`config.mk`:
```
export PLATFORM = sky130hd
export DESIGN_NAME = issue_tracker_flat
export DESIGN_NICKNAME = d
export VERILOG_FILES = /design/src/rtl/issue_tracker_if.sv /design/src/rtl/issue_tracker.sv /design/src/flat_wrapper.sv
export SDC_FILE = /design/constraint.sdc
export NUM_CORES = 1
export LEC_CHECK = 0
export CORE_MARGIN = 4
export CORE_UTILIZATION = 60
export CTS_CLUSTER_DIAMETER = 30
export DETAILED_ROUTE_END_ITERATION = 10
export HOLD_SLACK_MARGIN = 0.12
export PLACE_DENSITY_LB_ADDON = 0.08
export SLEW_MARGIN = 20
export SYNTH_ARGS = -nofsm -noshare
export SYNTH_HDL_FRONTEND = slang
export SYNTH_SLANG_ARGS = --single-unit
```
`constraint.sdc`:
```
create_clock -name clk -period 5.75 [get_ports clk]
set_input_delay 1.15 -clock clk [delete_from_list [all_inputs] [get_ports clk]]
set_output_delay 1.15 -clock clk [all_outputs]
set_load 0.05 [all_outputs]
```
`src/rtl/issue_tracker_if.sv`:
```
// Decode/writeback side of the issue tracker: issue request, retire and flush
// inputs plus the stall/tag/occupancy outputs the pipeline consumes.
interface issue_tracker_if #(
   parameter int DEPTH = 4
);
   localparam int TAG_W = $clog2(DEPTH);

   logic             issue_valid_D;
   logic [4:0]       rs1_addr_D;
   logic [4:0]       rs2_addr_D;
   logic             uses_rs1_D;
   logic             uses_rs2_D;
   logic [4:0]       rd_addr_D;
   logic             writes_rd_D;
   logic             stall_D;
   logic             issue_accept_D;
   logic [TAG_W-1:0] issue_tag_D;
   logic             retire_valid_W;
   logic [TAG_W-1:0] retire_tag_W;
   logic             flush_valid;
   logic [TAG_W-1:0] flush_tag;
   logic [TAG_W:0]   count;
   logic             empty;
   logic             full;
   logic             err;

   // Handshake: an instruction is taken at the clock edge exactly when
   // issue_valid_D is high and stall_D is low (reported as issue_accept_D);
   // retire and flush are single-cycle strobes with no back-pressure.
   modport master (
      output issue_valid_D, rs1_addr_D, rs2_addr_D, uses_rs1_D, uses_rs2_D,
      output rd_addr_D, writes_rd_D, retire_valid_W, retire_tag_W,
      output flush_valid, flush_tag,
      input  stall_D, issue_accept_D, issue_tag_D, count, empty, full, err
   );

   modport slave (
      input  issue_valid_D, rs1_addr_D, rs2_addr_D, uses_rs1_D, uses_rs2_D,
      input  rd_addr_D, writes_rd_D, retire_valid_W, retire_tag_W,
      input  flush_valid, flush_tag,
      output stall_D, issue_accept_D, issue_tag_D, count, empty, full, err
   );
endinterface

```
`src/rtl/issue_tracker.sv`:
```
// In-order tagged FIFO of in-flight instructions: allocates issue tags, frees
// them at writeback, squashes younger entries on flush and raises decode stalls.
module issue_tracker #(
   parameter int DEPTH = 4
) (
   input logic             clk,
   input logic             rst,
   issue_tracker_if.slave  bus
);
   localparam int TAG_W = $clog2(DEPTH);
   localparam int CW    = TAG_W + 1;

   logic [DEPTH-1:0] r_valid;
   logic [DEPTH-1:0] r_writes;
   logic [4:0]       r_rd [DEPTH];
   logic [TAG_W-1:0] r_head;
   logic [TAG_W-1:0] r_tail;
   logic [CW-1:0]    r_count;
   logic             r_err;

   logic [DEPTH-1:0] w_valid_n;
   logic [DEPTH-1:0] w_writes_n;
   logic [4:0]       w_rd_n [DEPTH];
   logic [TAG_W-1:0] w_head_n;
   logic [TAG_W-1:0] w_tail_n;
   logic [CW-1:0]    w_count_n;
   logic             w_err_n;
   logic             w_hazard;
   logic             w_full;
   logic             w_accept;
   logic             w_retire_legal;
   logic             w_flush_legal;
   logic [TAG_W-1:0] w_flush_dist;
   logic [TAG_W-1:0] w_age;
   logic [CW-1:0]    w_retire_dec;

   // x0 is never recorded as busy; a retiring entry still blocks this cycle.
   always_comb begin
      w_hazard = 1'b0;
      for (int i = 0; i < DEPTH; i++) begin
         if (r_valid[i] && r_writes[i] && (r_rd[i] != 5'd0)) begin
            if (bus.uses_rs1_D && (r_rd[i] == bus.rs1_addr_D)) w_hazard = 1'b1;
            if (bus.uses_rs2_D && (r_rd[i] == bus.rs2_addr_D)) w_hazard = 1'b1;
            if (bus.writes_rd_D && (r_rd[i] == bus.rd_addr_D)) w_hazard = 1'b1;
         end
      end
   end

   assign w_full   = (r_count == CW'(DEPTH));
   assign w_accept = bus.issue_valid_D & ~bus.stall_D & ~rst;

   assign bus.stall_D        = rst | (bus.issue_valid_D & (w_hazard | w_full | bus.flush_valid));
   assign bus.issue_accept_D = w_accept;
   assign bus.issue_tag_D    = r_tail;
   assign bus.count          = r_count;
   assign bus.empty          = (r_count == '0);
   assign bus.full           = w_full;
   assign bus.err            = r_err;

   assign w_retire_legal = bus.retire_valid_W && (r_count != '0) && (bus.retire_tag_W == r_head);
   assign w_flush_dist   = bus.flush_tag - r_head;
   assign w_flush_legal  = bus.flush_valid && (CW'(w_flush_dist) < r_count);
   assign w_retire_dec   = CW'(w_retire_legal);
   assign w_err_n        = (bus.retire_valid_W & ~w_retire_legal) |
                           (bus.flush_valid & ~w_flush_legal);

   always_comb begin
      w_valid_n  = r_valid;
      w_writes_n = r_writes;
      w_rd_n     = r_rd;
      w_head_n   = r_head;
      w_tail_n   = r_tail;
      w_count_n  = r_count - w_retire_dec;
      w_age      = '0;
      if (w_retire_legal) begin
         w_valid_n[r_head] = 1'b0;
         w_head_n          = r_head + TAG_W'(1);
      end
      if (w_flush_legal) begin
         // Age is measured from head, so "younger than flush_tag" is age > dist.
         for (int i = 0; i < DEPTH; i++) begin
            w_age = TAG_W'(i) - r_head;
            if (w_age > w_flush_dist) w_valid_n[i] = 1'b0;
         end
         w_tail_n  = bus.flush_tag + TAG_W'(1);
         w_count_n = CW'(w_flush_dist) + CW'(1) - w_retire_dec;
      end else if (w_accept) begin
         w_valid_n[r_tail]  = 1'b1;
         w_writes_n[r_tail] = bus.writes_rd_D;
         w_rd_n[r_tail]     = bus.rd_addr_D;
         w_tail_n           = r_tail + TAG_W'(1);
         w_count_n          = r_count + CW'(1) - w_retire_dec;
      end
   end

   always_ff @(posedge clk) begin
      if (rst) begin
         r_valid  <= '0;
         r_writes <= '0;
         for (int i = 0; i < DEPTH; i++) r_rd[i] <= 5'd0;
         r_head   <= '0;
         r_tail   <= '0;
         r_count  <= '0;
         r_err    <= 1'b0;
      end else begin
         r_valid  <= w_valid_n;
         r_writes <= w_writes_n;
         r_rd     <= w_rd_n;
         r_head   <= w_head_n;
         r_tail   <= w_tail_n;
         r_count  <= w_count_n;
         r_err    <= w_err_n;
      end
   end
endmodule

```
`src/flat_wrapper.sv`:
```
// flat-port wrapper written by rule: the top's interface ports become plain ports
module issue_tracker_flat 
#(
   parameter int DEPTH = 4
)
  (clk, rst, bus_issue_valid_D, bus_rs1_addr_D, bus_rs2_addr_D, bus_uses_rs1_D, bus_uses_rs2_D, bus_rd_addr_D, bus_writes_rd_D, bus_retire_valid_W, bus_retire_tag_W, bus_flush_valid, bus_flush_tag, bus_stall_D, bus_issue_accept_D, bus_issue_tag_D, bus_count, bus_empty, bus_full, bus_err);
  issue_tracker_if #(.DEPTH(DEPTH)) bus_i ();
  input logic clk;
  input logic rst;
  input wire logic [$bits(bus_i.issue_valid_D)-1:0] bus_issue_valid_D;
  input wire logic [$bits(bus_i.rs1_addr_D)-1:0] bus_rs1_addr_D;
  input wire logic [$bits(bus_i.rs2_addr_D)-1:0] bus_rs2_addr_D;
  input wire logic [$bits(bus_i.uses_rs1_D)-1:0] bus_uses_rs1_D;
  input wire logic [$bits(bus_i.uses_rs2_D)-1:0] bus_uses_rs2_D;
  input wire logic [$bits(bus_i.rd_addr_D)-1:0] bus_rd_addr_D;
  input wire logic [$bits(bus_i.writes_rd_D)-1:0] bus_writes_rd_D;
  input wire logic [$bits(bus_i.retire_valid_W)-1:0] bus_retire_valid_W;
  input wire logic [$bits(bus_i.retire_tag_W)-1:0] bus_retire_tag_W;
  input wire logic [$bits(bus_i.flush_valid)-1:0] bus_flush_valid;
  input wire logic [$bits(bus_i.flush_tag)-1:0] bus_flush_tag;
  output wire logic [$bits(bus_i.stall_D)-1:0] bus_stall_D;
  output wire logic [$bits(bus_i.issue_accept_D)-1:0] bus_issue_accept_D;
  output wire logic [$bits(bus_i.issue_tag_D)-1:0] bus_issue_tag_D;
  output wire logic [$bits(bus_i.count)-1:0] bus_count;
  output wire logic [$bits(bus_i.empty)-1:0] bus_empty;
  output wire logic [$bits(bus_i.full)-1:0] bus_full;
  output wire logic [$bits(bus_i.err)-1:0] bus_err;
  assign bus_i.issue_valid_D = bus_issue_valid_D;
  assign bus_i.rs1_addr_D = bus_rs1_addr_D;
  assign bus_i.rs2_addr_D = bus_rs2_addr_D;
  assign bus_i.uses_rs1_D = bus_uses_rs1_D;
  assign bus_i.uses_rs2_D = bus_uses_rs2_D;
  assign bus_i.rd_addr_D = bus_rd_addr_D;
  assign bus_i.writes_rd_D = bus_writes_rd_D;
  assign bus_i.retire_valid_W = bus_retire_valid_W;
  assign bus_i.retire_tag_W = bus_retire_tag_W;
  assign bus_i.flush_valid = bus_flush_valid;
  assign bus_i.flush_tag = bus_flush_tag;
  assign bus_stall_D = bus_i.stall_D;
  assign bus_issue_accept_D = bus_i.issue_accept_D;
  assign bus_issue_tag_D = bus_i.issue_tag_D;
  assign bus_count = bus_i.count;
  assign bus_empty = bus_i.empty;
  assign bus_full = bus_i.full;
  assign bus_err = bus_i.err;
  issue_tracker #(.DEPTH(DEPTH)) u_core (.clk(clk), .rst(rst), .bus(bus_i));
endmodule
```
==> impl.org <==
** STA
- Clock period minus worst slack :: between 4 and 5 ns
- Number of hold violations in the final report :: 0
- Setup total negative slack on the finished layout was measured at 0 ns.
- Worst slew slack as a fraction of its limit :: 0.4836
- Setup repair after global routing left no endpoint under its margin.
- The max-slew violation total from the final report was 0.
- At the pin with the least slew margin, the transition time is 0.7737 ns.
- Total setup violations reported at the end of the flow :: 0
- Final hold slack :: 0.4793 ns
- Share of the clock period used by the worst path after layout :: 0.8322
- For the final database, setup skew stands at 0.005976 ns.
- Based on the critical path, the design can be clocked at up to ~0.21 GHz.

** Routing
- Via count of the routed design :: 2454
- TritonRoute pass-1 iters :: 4
- Average wire length per cell after detail routing :: 17.72 um
- Number of DRC markers after the initial detailed-route iteration :: 240
- Antenna Nets Post-Route :: 0
- Dividing the detail-routed via count by the number of cells gives 6.104.
- Number of remaining DRC errors :: 0
- After detailed routing, the total wire length is 7124 um.

** Die
- In this run the count of I/O pins placed on the die edge is 37.
- The die covers 5630 um2.
- Die Height :: 75.04 um
- After floorplanning, the core was sized to cover 4354 um2.
- The initial utilization of the core area, before any placement, comes to 0.6193.
- The initialized floorplan defines 24 standard-cell rows.
- Horizontal extent of the die :: between 70 and 80 um

** Flow run
- Reported max-cap violation count :: 0

** Logic synthesis
- Per-instance average area after synthesis :: 8.374 um2
- In this run, synthesis inferred 0 flip-flops with an integrated enable.
- Yosys warning count :: 0
- Post-synthesis async set-or-reset flop share :: 0
- For this run, the leading register cell type out of synthesis is dfxtp_1.
- For this run, the register share of the synthesized area comes to 0.2673.
- Unique masters post-synth :: a little over 40
- After synthesis the netlist holds a flip-flop and latch count of 36.
- Post-Syn Nets :: 367
- Cell Area, Synth :: 2696 um2
- Synthesis produced a netlist whose cell count is approximately 320.

** Power
- Leakage power summed over all cells :: 1.378 nW
- Worst-case vdd ir drop :: about 0.00016 V
- Power Density :: 237.1 nW/um2
- Total power for the finished layout comes to 749.5 uW.

** Critical path
- Setup crit start kind :: primary input
- At the worst endpoint, the arrival time is between 3 and 4 ns.
- FF-to-FF path depth :: 10
- In this run the worst path has a maximum fanout of 4.
- The worst register-to-register path begins at u_core.r_head[1]$_SDFFE_PP0P_.
- The worst setup path is of the in2out kind.
- At the worst endpoint, the required time is 4.60 ns.
- Critical Path Start :: bus_rs2_addr_D[0]
- Endpoint kind of the worst setup timing path :: output pin

** Final layout
- Cell area after layout :: 3161 um2
- Highest-count cells in the layout ignoring fill and taps :: xor2_1 (45), dfxtp_1 (36), clkdlybuf4s50_1 (35)
- Share of final-layout standard cells stronger than drive strength 1 :: 0.06857
- From synthesis to final layout, the design area changed by 17.22%.
- Leading cell type in the layout, fill and taps excluded :: xor2_1
- Diode count :: 0
- Number of nets in the finished design :: roughly 390

** Clocking
- H-Tree Level Count :: 2
- The clock net in this run drives a total of 36 sinks.
- Maximum buffer depth of the clock tree :: 2
- Count of buffers added by post-CTS timing repair for setup :: 0
- CTS root buffer :: clkbuf_8
- After clock tree synthesis, the clock-pin slew on the worst setup and hold paths is roughly 0.070 ns.
- Clock buffers created by TritonCTS :: 5
- Clock latency on the worst-skew pair, taken at its later pin, is 0.29 ns.
- Clock tree from TritonCTS :: built
- For this design, the CTS-stage hold fixing added 0 buffers.
- In this run, post-CTS repair resized a total of 0 instances.

** Place
- In this run the cell area measured after placement is 3070 um2.
- Port buffering added 36 buffers.
- Placer congestion estimate :: 0.9661
- The wire-length estimate of the detail-placed layout is 5335 um.

** Global routing
- Vias in the first global route :: 2419
- All-layer global routing usage :: 0.2756
- Total overflow reported by the global router :: 0
- The first global-routing pass estimated 11830 um of wire.
- Antenna violations before repair :: 0
- Maximum number of pins on one net before global-route repair :: 27

** Min path
- The worst hold path was traced through 2 stages.
- Min-Delay Path Class :: reg2reg
- The worst hold path begins at u_core.r_valid[0]$_SDFF_PP0_.

** Outcome
- Status :: complete, no violations
-- cell type report --
| class | count | area (um2) |
|---|---|---|
| Multi-Input combinational cell | 246 | 1822 |
| Fill cell | 380 | 1194 |
| Sequential cell | 36 | 720.7 |
| Timing Repair Buffer | 40 | 387.9 |
| Clock buffer | 8 | 90.09 |
| Inverter | 20 | 75.07 |
| Tap cell | 52 | 65.06 |
-- kinds of logic after synthesis --
logic type / share of synthesized area
AO/OA/AOI/OAI: 0.1425
multiplexers: 0.04826
XOR/XNOR: 0.2111
buffers and inverters: 0.05893
flip-flops: 0.2673
AND/OR/NAND/NOR: 0.1828
adder cells (fa/ha/maj): 0.08909
-- sequential cells by signal (all words and copies together) (netlist names) --
register                count
u_core.r_rd                20
u_core.r_writes             4
u_core.bus.count            3
u_core.bus.err              1
u_core.r_head               2
u_core.r_valid              4
u_core.bus.issue_tag_D      2
-- worst paths after layout --
kind	end	slack, ns
min reg2reg	u_core.r_valid[0]$_SDFF_PP0_	0.48
min	u_core.r_valid[0]$_SDFF_PP0_	0.48
max reg2reg	u_core.r_rd[15]$_SDFFE_PP0P_	2.63
max	bus_issue_accept_D	0.97
-- cell usage after synthesis (all sizes together) (2+ instances only) --
cell    count  area (um2)
a21oi      10       50.05
a31o        6       52.55
a31oi       2       12.51
a32oi       2       17.52
and2        3       18.77
and3        3       18.77
buf         3       20.01
clkbuf     17       63.81
dfxtp      36       720.7
fa          2       40.04
ha         16       200.2
inv        20       75.07
mux2i      13       130.1
nand2      29       108.9
nand3      15       75.07
nor2       13       48.80
nor3        4       20.02
nor4       18       112.6
o211ai      3       32.53
o21ai      11       55.05
o311ai      8       70.07
o31ai       3       36.28
or2         3       18.77
or3         2       12.51
or4         5       37.54
xnor2      20       175.2
xor2       45       394.1
-- worst max-delay path: stages --
cell and delay (ns):
clkdlybuf4s50_1 0.56, xnor2_1 0.19, and2_1 0.16, a32oi_1 0.21
o22a_1 0.24, nand4_1 0.13, nor2_1 0.16, clkdlybuf4s50_1 0.83
-- report_power, final --
group | internal (mW) | switching, mW
combinational | 0.108 | 0.159
clock | 0.0977 | 0.0893
sequential | 0.267 | 0.0281
total | 0.473 | 0.277
-- per-layer routing --
metal,vias to the layer above,wire length (um),global-route usage
met4,0,114,0.08498
met5,-,0,0
met1,1164,3141,0.3607
met3,12,448,0.04539
met2,93,3420,0.4642
li1,1185,-,-
-- through the flow --
stage	setup slack, ns	instances	utilization
global placement	1.000	394	0.7052
global route	0.8616	402	0.7259
floorplan	1.330	322	-
detailed placement	0.9868	394	0.7052
CTS	0.9677	402	0.7259
finish	0.9650	402	0.7259
(Power assumes the default switching activity.)
